File: src/rtl/lvds_ddr_deser_s8.sv
// Multi-lane 1:S LVDS deserializer with a frame lane used for automatic word alignment.
// Words are assembled MSB-first; alignment moves by one-bit slips at word boundaries.
module lvds_ddr_deser_s8 #(
    parameter int unsigned S             = 8,
    parameter int unsigned D             = 2,
    parameter logic [7:0]  FRAME_PATTERN = 8'hF0
) (
    input  logic             gclk,
    input  logic             reset,
    input  logic [D-1:0]     datain_p,
    input  logic [D-1:0]     datain_n,
    input  logic             bitslip,
    input  logic             use_phase_detector,
    output logic [S*D-1:0]   data_out,
    output logic             data_valid,
    output logic             locked,
    output logic [D+3:0]     debug
);

    localparam int unsigned   CW      = (S > 1) ? $clog2(S) : 1;
    localparam logic [CW-1:0] CntLast = CW'(S - 1);
    localparam logic [2:0]    OffLast = 3'(S - 1);

    typedef enum logic [1:0] {
        StHunt,
        StWait,
        StLock
    } align_st_e;

    // Capture and assembly state
    logic                  primed_q;
    logic [D-1:0]          bit_q;
    logic [D-1:0][S-2:0]   shift_q, shift_d;
    logic [CW-1:0]         cnt_q, cnt_d;
    logic [D-1:0]          err_q, err_d;

    // Slip control
    logic                  bitslip_q;
    logic                  slip_pend_q, slip_pend_d;
    logic [2:0]            slip_off_q, slip_off_d;

    // Output registers
    logic [S*D-1:0]        data_q, data_d;
    logic                  valid_q;

    // Alignment FSM
    align_st_e             st_q, st_d;
    logic [1:0]            match_q, match_d;
    logic                  wait_q, wait_d;

    logic [S*D-1:0]        word_all;
    logic [S-1:0]          frame_word;
    logic                  frame_ok;
    logic                  boundary;
    logic                  stall;
    logic                  word_done;
    logic                  man_slip;
    logic                  fsm_slip;

    // Each lane word is the S-1 stored bits plus the bit captured last cycle.
    always_comb begin
        word_all = '0;
        shift_d  = shift_q;
        for (int i = 0; i < D; i++) begin
            word_all[i*S +: S] = {shift_q[i], bit_q[i]};
            shift_d[i]         = word_all[i*S +: S-1];
        end
    end

    assign frame_word = word_all[(D-1)*S +: S];
    assign frame_ok   = (frame_word == FRAME_PATTERN[S-1:0]);

    // primed_q keeps the counter idle until the first real sample reaches the shifter.
    assign boundary   = primed_q && (cnt_q == CntLast);
    assign stall      = boundary && slip_pend_q;
    assign word_done  = boundary && !slip_pend_q;
    assign man_slip   = !use_phase_detector && bitslip && !bitslip_q;

    always_comb begin
        cnt_d = cnt_q;
        if (primed_q && !stall) begin
            cnt_d = (cnt_q == CntLast) ? '0 : cnt_q + CW'(1);
        end

        slip_off_d = slip_off_q;
        if (stall) begin
            slip_off_d = (slip_off_q == OffLast) ? 3'd0 : slip_off_q + 3'd1;
        end

        // Requests arriving before the boundary collapse into the single pending flag.
        slip_pend_d = (slip_pend_q && !stall) || fsm_slip || man_slip;

        err_d  = err_q | ~(datain_p ^ datain_n);
        data_d = word_done ? word_all : data_q;
    end

    always_ff @(posedge gclk or negedge reset) begin
        if (!reset) begin
            primed_q    <= 1'b0;
            bit_q       <= '0;
            shift_q     <= '0;
            cnt_q       <= '0;
            err_q       <= '0;
            bitslip_q   <= 1'b0;
            slip_pend_q <= 1'b0;
            slip_off_q  <= 3'd0;
            data_q      <= '0;
            valid_q     <= 1'b0;
        end else begin
            primed_q    <= 1'b1;
            bit_q       <= datain_p;
            shift_q     <= shift_d;
            cnt_q       <= cnt_d;
            err_q       <= err_d;
            bitslip_q   <= bitslip;
            slip_pend_q <= slip_pend_d;
            slip_off_q  <= slip_off_d;
            data_q      <= data_d;
            valid_q     <= word_done;
        end
    end

    always_comb begin
        st_d     = st_q;
        match_d  = match_q;
        wait_d   = wait_q;
        fsm_slip = 1'b0;

        if (!use_phase_detector) begin
            st_d    = StHunt;
            match_d = 2'd0;
            wait_d  = 1'b0;
        end else if (word_done) begin
            case (st_q)
                StHunt: begin
                    if (frame_ok) begin
                        if (match_q == 2'd3) begin
                            st_d    = StLock;
                            match_d = 2'd0;
                        end else begin
                            match_d = match_q + 2'd1;
                        end
                    end else begin
                        fsm_slip = 1'b1;
                        st_d     = StWait;
                        match_d  = 2'd0;
                        wait_d   = 1'b0;
                    end
                end
                StWait: begin
                    // Let the slipped window settle for two words before judging it.
                    if (wait_q) begin
                        st_d    = StHunt;
                        match_d = 2'd0;
                        wait_d  = 1'b0;
                    end else begin
                        wait_d = 1'b1;
                    end
                end
                StLock: begin
                    if (!frame_ok) begin
                        fsm_slip = 1'b1;
                        st_d     = StWait;
                        wait_d   = 1'b0;
                    end
                end
                default: begin
                    st_d    = StHunt;
                    match_d = 2'd0;
                    wait_d  = 1'b0;
                end
            endcase
        end
    end

    always_ff @(posedge gclk or negedge reset) begin
        if (!reset) begin
            st_q    <= StHunt;
            match_q <= 2'd0;
            wait_q  <= 1'b0;
        end else begin
            st_q    <= st_d;
            match_q <= match_d;
            wait_q  <= wait_d;
        end
    end

    assign data_out   = data_q;
    assign data_valid = valid_q;
    assign locked     = (st_q == StLock);
    assign debug      = {locked, slip_off_q, err_q};

endmodule

File: config.mk
export PLATFORM = sky130hd
export DESIGN_NAME = lvds_ddr_deser_s8
export DESIGN_NICKNAME = d
export VERILOG_FILES = /design/src/rtl/lvds_ddr_deser_s8.sv
export SDC_FILE = /design/constraint.sdc
export NUM_CORES = 1
export LEC_CHECK = 0
export BUFFER_PORTS_ARGS = -buffer_cell sky130_fd_sc_hd__buf_4
export CORE_ASPECT_RATIO = 2
export CORE_MARGIN = 5
export CORE_UTILIZATION = 58
export CTS_CLUSTER_DIAMETER = 40
export CTS_CLUSTER_SIZE = 20
export DETAILED_ROUTE_END_ITERATION = 16
export GPL_ROUTABILITY_DRIVEN = 1
export GPL_TIMING_DRIVEN = 0
export MAX_ROUTING_LAYER = met4
export PLACE_DENSITY = 0.84
export SLEW_MARGIN = 15
export SYNTH_ARGS = -nofsm -noshare
export SYNTH_HDL_FRONTEND = slang
export SYNTH_SLANG_ARGS = --single-unit
File: constraint.sdc
create_clock -name gclk -period 4.86 [get_ports gclk]
set_input_delay 0.243 -clock gclk [delete_from_list [all_inputs] [get_ports gclk]]
set_output_delay 0.243 -clock gclk [all_outputs]
set_load 0.02 [all_outputs]
; ---- Yosys cells after proc, flatten, opt, wreduce, memory -nomap -nowiden
; Index checks and enable logic that the tools add are counted.
[op_classes]
n_reduce_logical = 18
addsub = 3
eq_ne = 12
n_bitwise = 3
n_mux = 23
[ops]
columns = operator, count
row1 = $mux 2, 10
row2 = $pmux 2 s3, 2
row3 = $ne 3x3->1 const B, 3
row4 = $eq 8x8->1 const B, 1
row5 = $mux 1, 8
row6 = $logic_and 1x1->1, 7
row7 = $add 3x1->3 const B, 2
row8 = $eq 3x3->1 const B, 2
row9 = $mux 3, 2
row10 = $eq 2x2->1 const B, 2
row11 = $logic_not 1->1, 4
row12 = $ne 4x4->1 const B, 1
row13 = $reduce_and 4->1, 1
row14 = $reduce_and 3->1, 1
row15 = $add 2x1->2 const B, 1
row16 = $eq 2x1->1 const B, 1
row17 = $logic_not 2->1, 1
row18 = $logic_or 1x1->1, 2
row19 = $ne 2x1->1 const B, 1
row20 = $ne 2x2->1 const B, 1
row21 = $not 2->2, 1
row22 = $or 2x2->2, 1
row23 = $pmux 1 s2, 1
row24 = $reduce_and 2->1, 1
row25 = other kinds (2), 2
[totals]
inputBits = 8
register_bits = 49
wordCells = 73

; ---- Longest topological paths before layout
; Gate-level depths: netlist (run 1).
[logic_depth]
word_depth = 7
ltp_mapped = 6
ltp_nobuf = 5

; ---- Worst setup path after synthesis (run 1)
; No wires, ideal clock.
[synth_timing]
kind = flip-flop to flip-flop
from = register cnt_q[0]
to = register cnt_q[1]
setup_time_ns = 0.125
stages_incl_launch_ff = 5
required_ns = 4.735
period_less_slack_ns = 1.593
path_buffers = 0
path_slack_ns = 3.267
t_arrival_ns = 1.469
path_cell_list = dfrtp_1 > ha_1 > ha_1 > a21boi_0 > mux2_2
[synth_between]
elab_chain_len = 5
word_cells_on_any_way = 7
[synth_rtl]
columns = item, line_no
row1 = from (decl), 34  ; logic [CW-1:0] cnt_q, cnt_d;
row2 = from (signal assigned), 113  ; cnt_q <= cnt_d;
row3 = branches (longest 5 deep; another with $add 3x1->3), n/a
; Parallel ways; which one is timed is not known.
; A chain may end at the register's enable or synchronous reset.

; ---- Worst setup path after layout (run 1)
[layout_timing]
from = register cnt_q[0]
to = register data_q[9] (netlist: data_out[9])
[layout_between]
elab_chain_len = 3
[layout_rtl]
columns = item, line_no
row1 = $eq 3x3->1, 74  ; assign boundary = primed_q && (cnt_q == CntLast);
row2 = $logic_and 1x1->1, 74
row3 = $logic_and 1x1->1, 76  ; assign word_done = boundary && !slip_pend_q;
row4 = to (signal assigned), 118  ; data_q <= data_d;
row5 = to (decl), 43  ; logic [S*D-1:0] data_q, data_d;
; Every way passes these cells.

==> run_results.csv, run 1 <==
group,metric,value,unit
critical_path,worst_setup_path_start_kind,"flip-flop",
routing,vias,1071,
critical_path,cp_slowest_cell,"dfrtp_1",
cells_and_area,nNetsFinal,172,
critical_path,crit_required,5.05,ns
clock_network,clk_latency,0.30,ns
routing,vias_per_cell,5.61,
sta,slew_violations,0,
yosys,synth_flop_cell,"dfrtp_1",
critical_path,path_class,"reg2reg",
yosys,synth-edff-count,0,
place,dpl_cell_area,2150,µm²
yosys,synth_top_area_share,64.9,%
critical_path,slowest_delay,0.41,ns
yosys,yosys.area.top_type,"dfrtp_1",
place,place_inst,182,
critical_path,rr_worst_depth,5,
global_routing,grt_pass1_wl,5.75,mm
floorplanning,dieArea,4570,µm²
min_path,whs_endpoint,"bitslip_q$_DFF_PN0_",
power_and_ir_drop,p_leak,1.12,nW
routing,drt_iter0_drc,4,
routing,postRouteAntennaNets,0,
cells_and_area,register_area,1230,µm²
sta,worst_slew_pin_slew,0.585,ns
global_routing,grt_usage,16.7,%
critical_path,r2r-end,"data_out[9]$_DFFE_PN0P_",
yosys,ys_warn_count,0,
clock_network,cts-root-buf,"clkbuf_8",
yosys,ys_seq_area_share,64.9,%
power_and_ir_drop,ir_drop,0.448,mV
power_and_ir_drop,p_per_area,507,nW/µm²
yosys,synth_seq_cells,49,
sta,setup_viol,0,
global_routing,grt_max_degree,50,
clock_network,cts_tree,"built",
sta,hold_viol_final,0,
clock_network,postCtsResizedCells,0,
sta,layout_min_cycle_time,1.74,ns
yosys,avgSynthCellArea,15.6,µm²
clock_network,cts_buffer_depth,2,
floorplanning,dieHeight,90.7,µm
sta,slew_headroom,61.0,%
sta,tns,0,ns
cells_and_area,layout-drive-gt1-share,43.8,%
critical_path,rrSetupSlack,3.12,ns
cells_and_area,finish.instance_area,2260,µm²
critical_path,crit_path_max_fanout,10,
clock_network,clkTransAtPathRegs,0.08,ns
routing,firstDrtPassIters,2,
cells_and_area,fin_cells,191,
global_routing,overflow,0,
routing,drcViolationCount,0,
floorplanning,core-area,3160,µm²
yosys,synthCells,121,
global_routing,antenna_found_initial,0,
floorplanning,fp.dieW,50.3,µm
routing,routedWlPerCell,16.7,µm
routing,routed_wl,3.19,mm
floorplanning,core.rowCount,29,
clock_network,clock-sinks,49,
min_path,worstHoldPathType,"in2reg",
clock_network,numCtsBuffers,5,
cells_and_area,antenna_cells,0,
sta,rsz0062_at_grt,"no",
floorplanning,ioPinCount,32,
clock_network,cts-htree-levels,2,
yosys,yosys-top-cells-count,"dfrtp_1, mux2_2, ha_1, inv_1, nand2_1",
place,dp_hpwl,2.38,mm
yosys,netlist_top_cells_area,"dfrtp_1, mux2_2, ha_1, nor4_4, nand3b_4",
min_path,worstHoldStart,"bitslip",
min_path,hold_depth,1,
cells_and_area,synthToLayoutAreaGrowth,19.9,%
critical_path,r2r_start,"cnt_q[0]$_DFFE_PN0P_",
cells_and_area,multi_input_area,614,µm²
yosys,synthesis.nets,134,
yosys,synth_cell_types,39,
place,numPortBuffers,30,
yosys,async_reset_ff_share,100,%
floorplanning,initial_utilization,59.8,%
critical_path,crit_path_end_kind,"flip-flop",
power_and_ir_drop,power,0.00115,W
sta,period_share,35.7,%
sta,clock_skew,0.00619,ns
critical_path,crit_path_frequent_cell,"ha_1",
run_status,status,"finished clean",
place,gp_congestion,0.722,
sta,fmax,576,MHz
run,maxCapViolations,0,
critical_path,crit_path_cell_trace,"ha_1 > ha_1 > nand3b_4 > buf_2 > mux2_2",
global_routing,grt_pass1_vias,1167,
yosys,syn_area,1890,µm²
cells_and_area,fill_cells,220,
critical_path,crit_arrival,1.92,ns
yosys,yosysMostFrequentCell,"dfrtp_1",
## report_power, final
group	internal, W	switching [W]
Sequential	0.000497	0.0000557
Clock	0.000129	0.000128
Combinational	0.000170	0.000169
## per-layer routing
metal | track usage (%) | routed length [µm] | share of wire (%)
met5 | - | 0 | 0
met1 | 20.6 | 1230 | 38
met4 | 7.68 | 81 | 2.5
met3 | 4.46 | 143 | 4.5
met2 | 25.4 | 1740 | 54
## final cells by class
cell class	instances	area share [%]
inverters	5	0.829
clock buffers	7	4.26
clock inverters	1	0.221
repair buffers	31	10.4
multi-input cells	63	27.1
flip-flops and latches	49	54.2
well taps	31	1.71
plain buffers	4	1.27
## through the flow
stage | utilization (%) | setup WS, ns | hold slack, ns
after CTS | 71.7 | 3.11 | 0.0453
after global routing | 71.7 | 3.03 | 0.0334
after detailed placement | 68.2 | 3.12 | 0.290
after global placement | 68.2 | 3.18 | 0.267
after floorplan | - | 3.27 | -0.0526
final | 71.7 | 3.12 | 0.0519
## layout by cell type, fill, tap and decap left out, types with 2 or more instances in the layout
cell type,n
nand2b_1,2
buf_2,2
ha_1,5
xor2_1,2
o21ai_0,2
clkbuf_8,7
mux2_2,20
nand2_1,3
buf_4,31
inv_1,5
nor2_1,2
dfrtp_1,49
## sequential cells by signal, indices dropped and copies added (netlist names), 2 cells and up
| register | count |
|---|---|
| err_q | 2 |
| frame_word | 7 |
| slip_off_q | 3 |
| st_q | 2 |
| cnt_q | 3 |
| data_out | 16 |
| match_q | 2 |
| shift_d | 6 |
| bit_q | 2 |
## cells by family (layout without fill, tap and decap cells)
group,after synthesis,count (layout),synth area share (%)
multiplexers,20,20,11.9
AO/OA/AOI/OAI,16,16,7.69
other,1,1,0.199
adder cells (fa/ha/maj),5,5,3.31
buffers and inverters,9,48,2.52
XOR/XNOR,2,2,0.928
AND/OR/NAND/NOR,19,19,8.48
flip-flops,49,49,64.9
## what timing repair did
action                     4_1_cts  5_1_grt
hold buffers                     1        0
setup endpoints to repair        0        0
setup buffers                    0        0
hold endpoints to repair        49        0
## worst max path at each step
stage               slack, ns                  from  cells past startpoint                 endpoint
floorplan                3.27  cnt_q[0]$_DFFE_PN0P_                      4     cnt_q[1]$_DFFE_PN0P_
global placement         3.18  cnt_q[0]$_DFFE_PN0P_                      4     cnt_q[1]$_DFFE_PN0P_
detailed placement       3.12  cnt_q[0]$_DFFE_PN0P_                      5  data_out[9]$_DFFE_PN0P_
CTS                      3.11  cnt_q[0]$_DFFE_PN0P_                      5  data_out[9]$_DFFE_PN0P_
global route             3.03  cnt_q[0]$_DFFE_PN0P_                      5  data_out[9]$_DFFE_PN0P_
finish                   3.12  cnt_q[0]$_DFFE_PN0P_                      5  data_out[9]$_DFFE_PN0P_
## worst max-delay path, delay by kind of cell (launching register included)
kind,cells,cell delay [ns]
adders and majority gates,2,0.47
and+or+nand+nor,1,0.15
buffers and inverters,1,0.24
muxes,1,0.37
DFF,1,0.41
Note: power is estimated with default switching activity, not from simulation.
==> run 2, diff against run 1 <==
--- a/config.mk
+++ b/config.mk
@@ -8,14 +8,14 @@
 export BUFFER_PORTS_ARGS = -buffer_cell sky130_fd_sc_hd__buf_4
 export CORE_ASPECT_RATIO = 2
 export CORE_MARGIN = 5
-export CORE_UTILIZATION = 58
+export CORE_UTILIZATION = 54
 export CTS_CLUSTER_DIAMETER = 40
 export CTS_CLUSTER_SIZE = 20
 export DETAILED_ROUTE_END_ITERATION = 16
 export GPL_ROUTABILITY_DRIVEN = 1
 export GPL_TIMING_DRIVEN = 0
 export MAX_ROUTING_LAYER = met4
-export PLACE_DENSITY = 0.84
+export PLACE_DENSITY = 0.79
 export SLEW_MARGIN = 15
 export SYNTH_ARGS = -nofsm -noshare
 export SYNTH_HDL_FRONTEND = slang
==> constraint.sdc (replaced) <==
create_clock -name gclk -period 1.7 [get_ports gclk]
set_input_delay 0.085 -clock gclk [delete_from_list [all_inputs] [get_ports gclk]]
set_output_delay 0.085 -clock gclk [all_outputs]
set_load 0.02 [all_outputs]
==> run 2 against run 1 <==
Net effect:
- total power increased to 3.0 times the previous value
- setup slack got worse by 3.1 ns
- die area increased by 6.2%
- cell area increased by 3.4%
- largest power group unchanged
==> run_results.csv, run 2 (synthesis gave the netlist of run 1 again) <==
group,metric,value,unit
sta,fmax,606,MHz
floorplanning,initial_utilization,55.9,%
sta,period_share,97.1,%
power_and_ir_drop,p_int,0.00243,W
cells_and_area,layout-drive-gt1-share,43.9,%
critical_path,crit_required,1.89,ns
sta,setup_viol,0,
cells_and_area,synthToLayoutAreaGrowth,23.9,%
cells_and_area,antenna_cells,0,
critical_path,crit_path_end_kind,"flip-flop",
clock_network,cts-htree-levels,2,
min_path,worstHoldPathType,"in2reg",
sta,slew_violations,0,
global_routing,grt_pass1_vias,1263,
sta,layout_min_cycle_time,1.65,ns
sta,worst_slew_pin_slew,0.596,ns
place,numPortBuffers,30,
global_routing,grt_pass1_wl,5.95,mm
clock_network,clk_latency,0.30,ns
routing,vias,1122,
global_routing,grt_max_degree,50,
cells_and_area,largest_reg_flops,16,
sta,clock_skew,0.00794,ns
sta,hold-worst-slack,0.0282,ns
power_and_ir_drop,comb_power_share,29.8,%
place,dpl_cell_area,2150,µm²
cells_and_area,final_cell_mix,"dfrtp_1, buf_4, mux2_2",
critical_path,worst_setup_path_start_kind,"flip-flop",
floorplanning,fp.dieW,51.8,µm
sta,hold_viol_final,0,
run,maxCapViolations,0,
power_and_ir_drop,p_leak,1.14,nW
routing,drt_iter0_drc,13,
power_and_ir_drop,power,0.00349,W
clock_network,cts_tree,"built",
power_and_ir_drop,p_per_area,1490,nW/µm²
critical_path,crit_arrival,1.84,ns
global_routing,grt_usage,17.0,%
power_and_ir_drop,p_sw_share,30.2,%
routing,firstDrtPassIters,4,
clock_network,clock-sinks,49,
critical_path,critPathLaunch,"cnt_q[0]$_DFFE_PN0P_",
power_and_ir_drop,ir_drop,1.27,mV
critical_path,path_class,"reg2reg",
floorplanning,ioPinCount,32,
power_and_ir_drop,seqPwrFrac,45.5,%
sta,rsz0062_at_grt,"no",
clock_network,clkTransAtPathRegs,0.09,ns
critical_path,r2r_start,"cnt_q[0]$_DFFE_PN0P_",
global_routing,overflow,0,
floorplanning,dieHeight,93.6,µm
place,dp_hpwl,2.42,mm
min_path,worstHoldStart,"datain_n[0]",
routing,vias_per_cell,5.72,
place,gp_congestion,0.751,
routing,routedWlPerCell,17.3,µm
clock_network,cts-root-buf,"clkbuf_8",
critical_path,crit_path_max_fanout,7,
run_status,status,"finished clean",
critical_path,slowest_delay,0.38,ns
floorplanning,core.rowCount,30,
place,dp_slack,-0.0622,ns
critical_path,crit_path_cell_trace,"ha_1 > ha_4 > nand3b_4 > o21ai_0 > o2bb2a_1",
sta,setup_slack,0.0497,ns
routing,routed_wl,3.39,mm
cells_and_area,finish.instance_area,2340,µm²
global_routing,antenna_found_initial,0,
sta,tns,0,ns
cells_and_area,final_common_cell,"dfrtp_1",
clock_network,cts_buffer_depth,2,
routing,drcViolationCount,0,
power_and_ir_drop,power.switching,0.00105,W
sta,slew_headroom,60.3,%
floorplanning,dieArea,4850,µm²
floorplanning,core-area,3380,µm²
power_and_ir_drop,power.share.clock,24.7,%
clock_network,numCtsBuffers,5,
cells_and_area,nNetsFinal,176,
critical_path,cp_slowest_cell,"dfrtp_1",
routing,postRouteAntennaNets,0,
[run 2: metrics by stage]
step,util (%),cells
final,69.3,196
after detailed placement,63.7,183
after floorplan,-,121
after CTS,68.7,195
after global placement,63.7,183
after global routing,69.3,196
[run 2: worst max-delay path: cells and delay by family, from the launching register on]
| kind | cells | cell delay, ns |
|---|---|---|
| compound gates | 2 | 0.63 |
| fa+ha+maj | 2 | 0.40 |
| flops | 1 | 0.38 |
| simple gates | 1 | 0.13 |
[run 2: power by group through the flow]
stage / clock network [W] / logic [W] / registers (W)
after floorplan: 0 / 0.000351 / 0.00180
after global placement: 0 / 0.000946 / 0.00158
after detailed placement: 0 / 0.000996 / 0.00161
after CTS: 0.000879 / 0.00101 / 0.00159
after global routing: 0.000935 / 0.00113 / 0.00163
final: 0.000860 / 0.00104 / 0.00159
[run 2: final timing paths]
path                                                  to  slack [ns]  depth (start not counted)
worst max-delay path                  wait_q$_DFFE_PN0P_        0.05                          5
worst min-delay path                  err_q[0]$_DFF_PN0_        0.03                          3
worst max register to register        wait_q$_DFFE_PN0P_        0.05                          5
worst min register to register      shift_d[3]$_DFF_PN0_        0.38                          0
max in group asynchronous       data_out[14]$_DFFE_PN0P_        0.96                          2
min in group asynchronous        data_out[5]$_DFFE_PN0P_        0.32                          2
[run 2: area by class of cell]
class,count,area (µm²)
flip-flops and latches,49,1230
well taps,32,40.0
clock buffers,6,82.6
clock inverters,2,37.5
plain buffers,4,35.0
fillers,235,1040
repair buffers,35,273
multi-input cells,63,627
inverters,5,18.8
[run 2: per-layer routing]
| metal | part of all wire [%] | wire (µm) | vias to the layer above | global-route usage [%] |
|---|---|---|---|---|
| li1 | - | - | 510 | - |
| met4 | 2.7 | 93 | 0 | 8.10 |
| met1 | 36 | 1230 | 573 | 18.7 |
| met5 | 0 | 0 | - | - |
| met2 | 57 | 1920 | 29 | 28.4 |
| met3 | 4.1 | 139 | 10 | 3.99 |
[run 2: timing repair]
item,in CTS,in global routing
buffers inserted,0,1
gates resized for setup,4,2
hold buffers,4,0
endpoints found under the hold margin,52,0
endpoints found under the setup margin,10,22
==> run 3, diff against run 2 <==
--- a/config.mk
+++ b/config.mk
@@ -14,7 +14,6 @@
 export DETAILED_ROUTE_END_ITERATION = 16
 export GPL_ROUTABILITY_DRIVEN = 1
 export GPL_TIMING_DRIVEN = 0
-export MAX_ROUTING_LAYER = met4
 export PLACE_DENSITY = 0.79
 export SLEW_MARGIN = 15
 export SYNTH_ARGS = -nofsm -noshare
==> constraint.sdc (replaced) <==
create_clock -name gclk -period 1.6 [get_ports gclk]
set_input_delay 0.08 -clock gclk [delete_from_list [all_inputs] [get_ports gclk]]
set_output_delay 0.08 -clock gclk [all_outputs]
set_load 0.02 [all_outputs]
==> run 3 against run 2 <==
Net effect:
- final cell count is 0.51% higher
- count of clock-buffer cells in the layout stayed put
- maximum frequency is 6.6% higher
- sequential power is 7% higher
- first-iteration DRC count is 38% lower
- combinational power is 11% higher
- clock skew is 0.0022 ns lower
- register-to-register slack hardly changed
- flip-flop and latch count stayed put
- worst hold slack worse by 0.0055 ns
- routed wire length is 0.65% higher
- highest routed layer unchanged
==> run_results.csv, run 3 (synthesis gave the netlist of run 1 again) <==
group,metric,value,unit
critical_path,crit_required,1.79,ns
clock_network,clock-sinks,49,
global_routing,overflow,0,
routing,routed_wl,3.41,mm
critical_path,slowest_delay,0.41,ns
sta,rsz0062_at_grt,"yes",
routing,vias_per_cell,5.70,
floorplanning,fp.dieW,51.8,µm
critical_path,cp_slowest_cell,"dfrtp_1",
critical_path,rr_worst_depth,6,
critical_path,worst_setup_path_start_kind,"flip-flop",
floorplanning,dieHeight,93.6,µm
global_routing,grt_pass1_vias,1270,
routing,drcViolationCount,0,
clock_network,cts_buffer_depth,2,
min_path,whs_endpoint,"err_q[0]$_DFF_PN0_",
run,maxCapViolations,0,
critical_path,r2r-end,"match_q[1]$_DFFE_PN0P_",
place,dp_hpwl,2.42,mm
power_and_ir_drop,p_leak,1.15,nW
routing,routedWlPerCell,17.3,µm
clock_network,clkTransAtPathRegs,0.09,ns
floorplanning,initial_utilization,55.9,%
cells_and_area,nNetsFinal,177,
critical_path,crit_path_end_kind,"flip-flop",
cells_and_area,layout-drive-gt1-share,45.5,%
routing,postRouteAntennaNets,0,
min_path,worstHoldPathType,"in2reg",
min_path,hold_depth,3,
power_and_ir_drop,ir_drop,1.34,mV
sta,setup_slack,0.0515,ns
global_routing,grt_pass1_wl,6.02,mm
critical_path,crit_path_frequent_cell,"ha_4",
clock_network,numCtsBuffers,5,
critical_path,rrSetupSlack,0.05,ns
sta,fmax,646,MHz
cells_and_area,final_cell_mix,"dfrtp_1, buf_4, mux2_2",
sta,tns,0,ns
sta,slew_violations,0,
routing,firstDrtPassIters,2,
critical_path,crit_arrival,1.73,ns
routing,vias,1123,
sta,hold-worst-slack,0.0227,ns
place,dp_slack,-0.162,ns
cells_and_area,largest_reg_flops,16,
clock_network,cts-htree-levels,2,
place,dpl_cell_area,2150,µm²
sta,period_share,96.8,%
sta,setup_viol,0,
min_path,worstHoldStart,"datain_n[0]",
floorplanning,core.rowCount,30,
routing,drt_iter0_drc,8,
floorplanning,core-area,3380,µm²
cells_and_area,finish.instance_area,2380,µm²
critical_path,crit_buf_inv,1,
cells_and_area,synthToLayoutAreaGrowth,26.1,%
critical_path,r2r_start,"cnt_q[0]$_DFFE_PN0P_",
global_routing,grt_max_degree,50,
critical_path,cp_top_family,"flip-flops",
sta,worst_slew_pin_slew,0.597,ns
floorplanning,ioPinCount,32,
run_status,status,"finished clean",
sta,hold_viol_final,0,
critical_path,crit_path_cell_trace,"ha_4 > ha_4 > nand3b_4 > buf_8 > o311ai_4 > o41ai_2",
clock_network,cts_tree,"built",
cells_and_area,antenna_cells,0,
global_routing,antenna_found_initial,0,
clock_network,cts-root-buf,"clkbuf_8",
sta,clock_skew,0.00569,ns
place,numPortBuffers,30,
cells_and_area,final_common_cell,"dfrtp_1",
sta,slew_headroom,60.2,%
sta,layout_min_cycle_time,1.55,ns
critical_path,crit_path_max_fanout,10,
clock_network,clk_latency,0.30,ns
cells_and_area,fill_cells,226,
critical_path,path_class,"reg2reg",
global_routing,grt_usage,16.9,%
power_and_ir_drop,p_per_area,1580,nW/µm²
floorplanning,dieArea,4850,µm²
place,gp_congestion,0.742,
==> run 3: cell types whose count changed in the layout (fill, tap and decap cells not counted) <==
| cell | change |
|---|---|
| o21ai_0 | -1 |
| o311ai_1 | -1 |
| o311ai_4 | +1 |
| buf_4 | +1 |
| buf_6 | -1 |
| ha_1 | -1 |
| ha_4 | +1 |
| buf_8 | +1 |
| o21ai_1 | +1 |
==> run 3: through the flow <==
step | cells | util [%] | total power (W)
after floorplan | 121 | - | 0.00229
after global placement | 183 | 63.7 | 0.00269
after detailed placement | 183 | 63.7 | 0.00277
after CTS | 196 | 69.3 | 0.00375
after global routing | 197 | 70.5 | 0.00399
final | 197 | 70.5 | 0.00376
==> run 3: layout make-up <==
| cell class | count | area, µm² | area share, % |
|---|---|---|---|
| buffer | 4 | 38.8 | 1.63 |
| clock buffer | 6 | 82.6 | 3.47 |
| clock inverter | 2 | 37.5 | 1.58 |
| inverter | 5 | 18.8 | 0.788 |
| multi-input combinational | 63 | 657 | 27.6 |
| sequential | 49 | 1230 | 51.5 |
| tap | 32 | 40.0 | 1.68 |
| timing repair buffer | 36 | 280 | 11.8 |
==> run 3: worst min-delay path: cells and delay by family <==
kind                      cells  cell delay (ns)
xor gates and xnor gates      1             0.05
buffers and inverters         1             0.09
and+or+nand+nor               1             0.07
==> run 3: report_power, final <==
group | internal [W] | total, W | switching, W
Sequential | 0.00151 | 0.00170 | 0.000190
Clock | 0.000508 | 0.000912 | 0.000404
Combinational | 0.000602 | 0.00115 | 0.000544
Total | 0.00262 | 0.00376 | 0.00114
==> run 3: per-layer routing <==
metal	up-vias	global-route usage (%)	routed length (µm)
met2	29	28.7	1970
met4	0	8.97	102
met1	573	18.3	1190
li1	511	-	-
met3	10	4.78	146
met5	-	0	0
==> run 3: worst max-delay path by stage <==
stage                              start                        to  slack [ns]  cells after the start
floorplan           cnt_q[0]$_DFFE_PN0P_      cnt_q[1]$_DFFE_PN0P_       0.007                      4
global placement    cnt_q[0]$_DFFE_PN0P_  data_out[13]$_DFFE_PN0P_        -0.1                      5
finish              cnt_q[0]$_DFFE_PN0P_    match_q[1]$_DFFE_PN0P_        0.05                      6
global route        cnt_q[0]$_DFFE_PN0P_    match_q[1]$_DFFE_PN0P_       -0.03                      6
CTS                 cnt_q[0]$_DFFE_PN0P_    match_q[1]$_DFFE_PN0P_        0.03                      6
detailed placement  cnt_q[0]$_DFFE_PN0P_  data_out[10]$_DFFE_PN0P_       -0.16                      5
==> run 3: what timing repair did <==
item                                    4_1_cts  5_1_grt
setup buffers                                 1        1
gates resized for setup                       8        4
pin swaps                                     0        1
hold buffers                                  4        0
gates cloned                                  0        0
hold endpoints to repair                     52        0
endpoints found under the setup margin       22        6
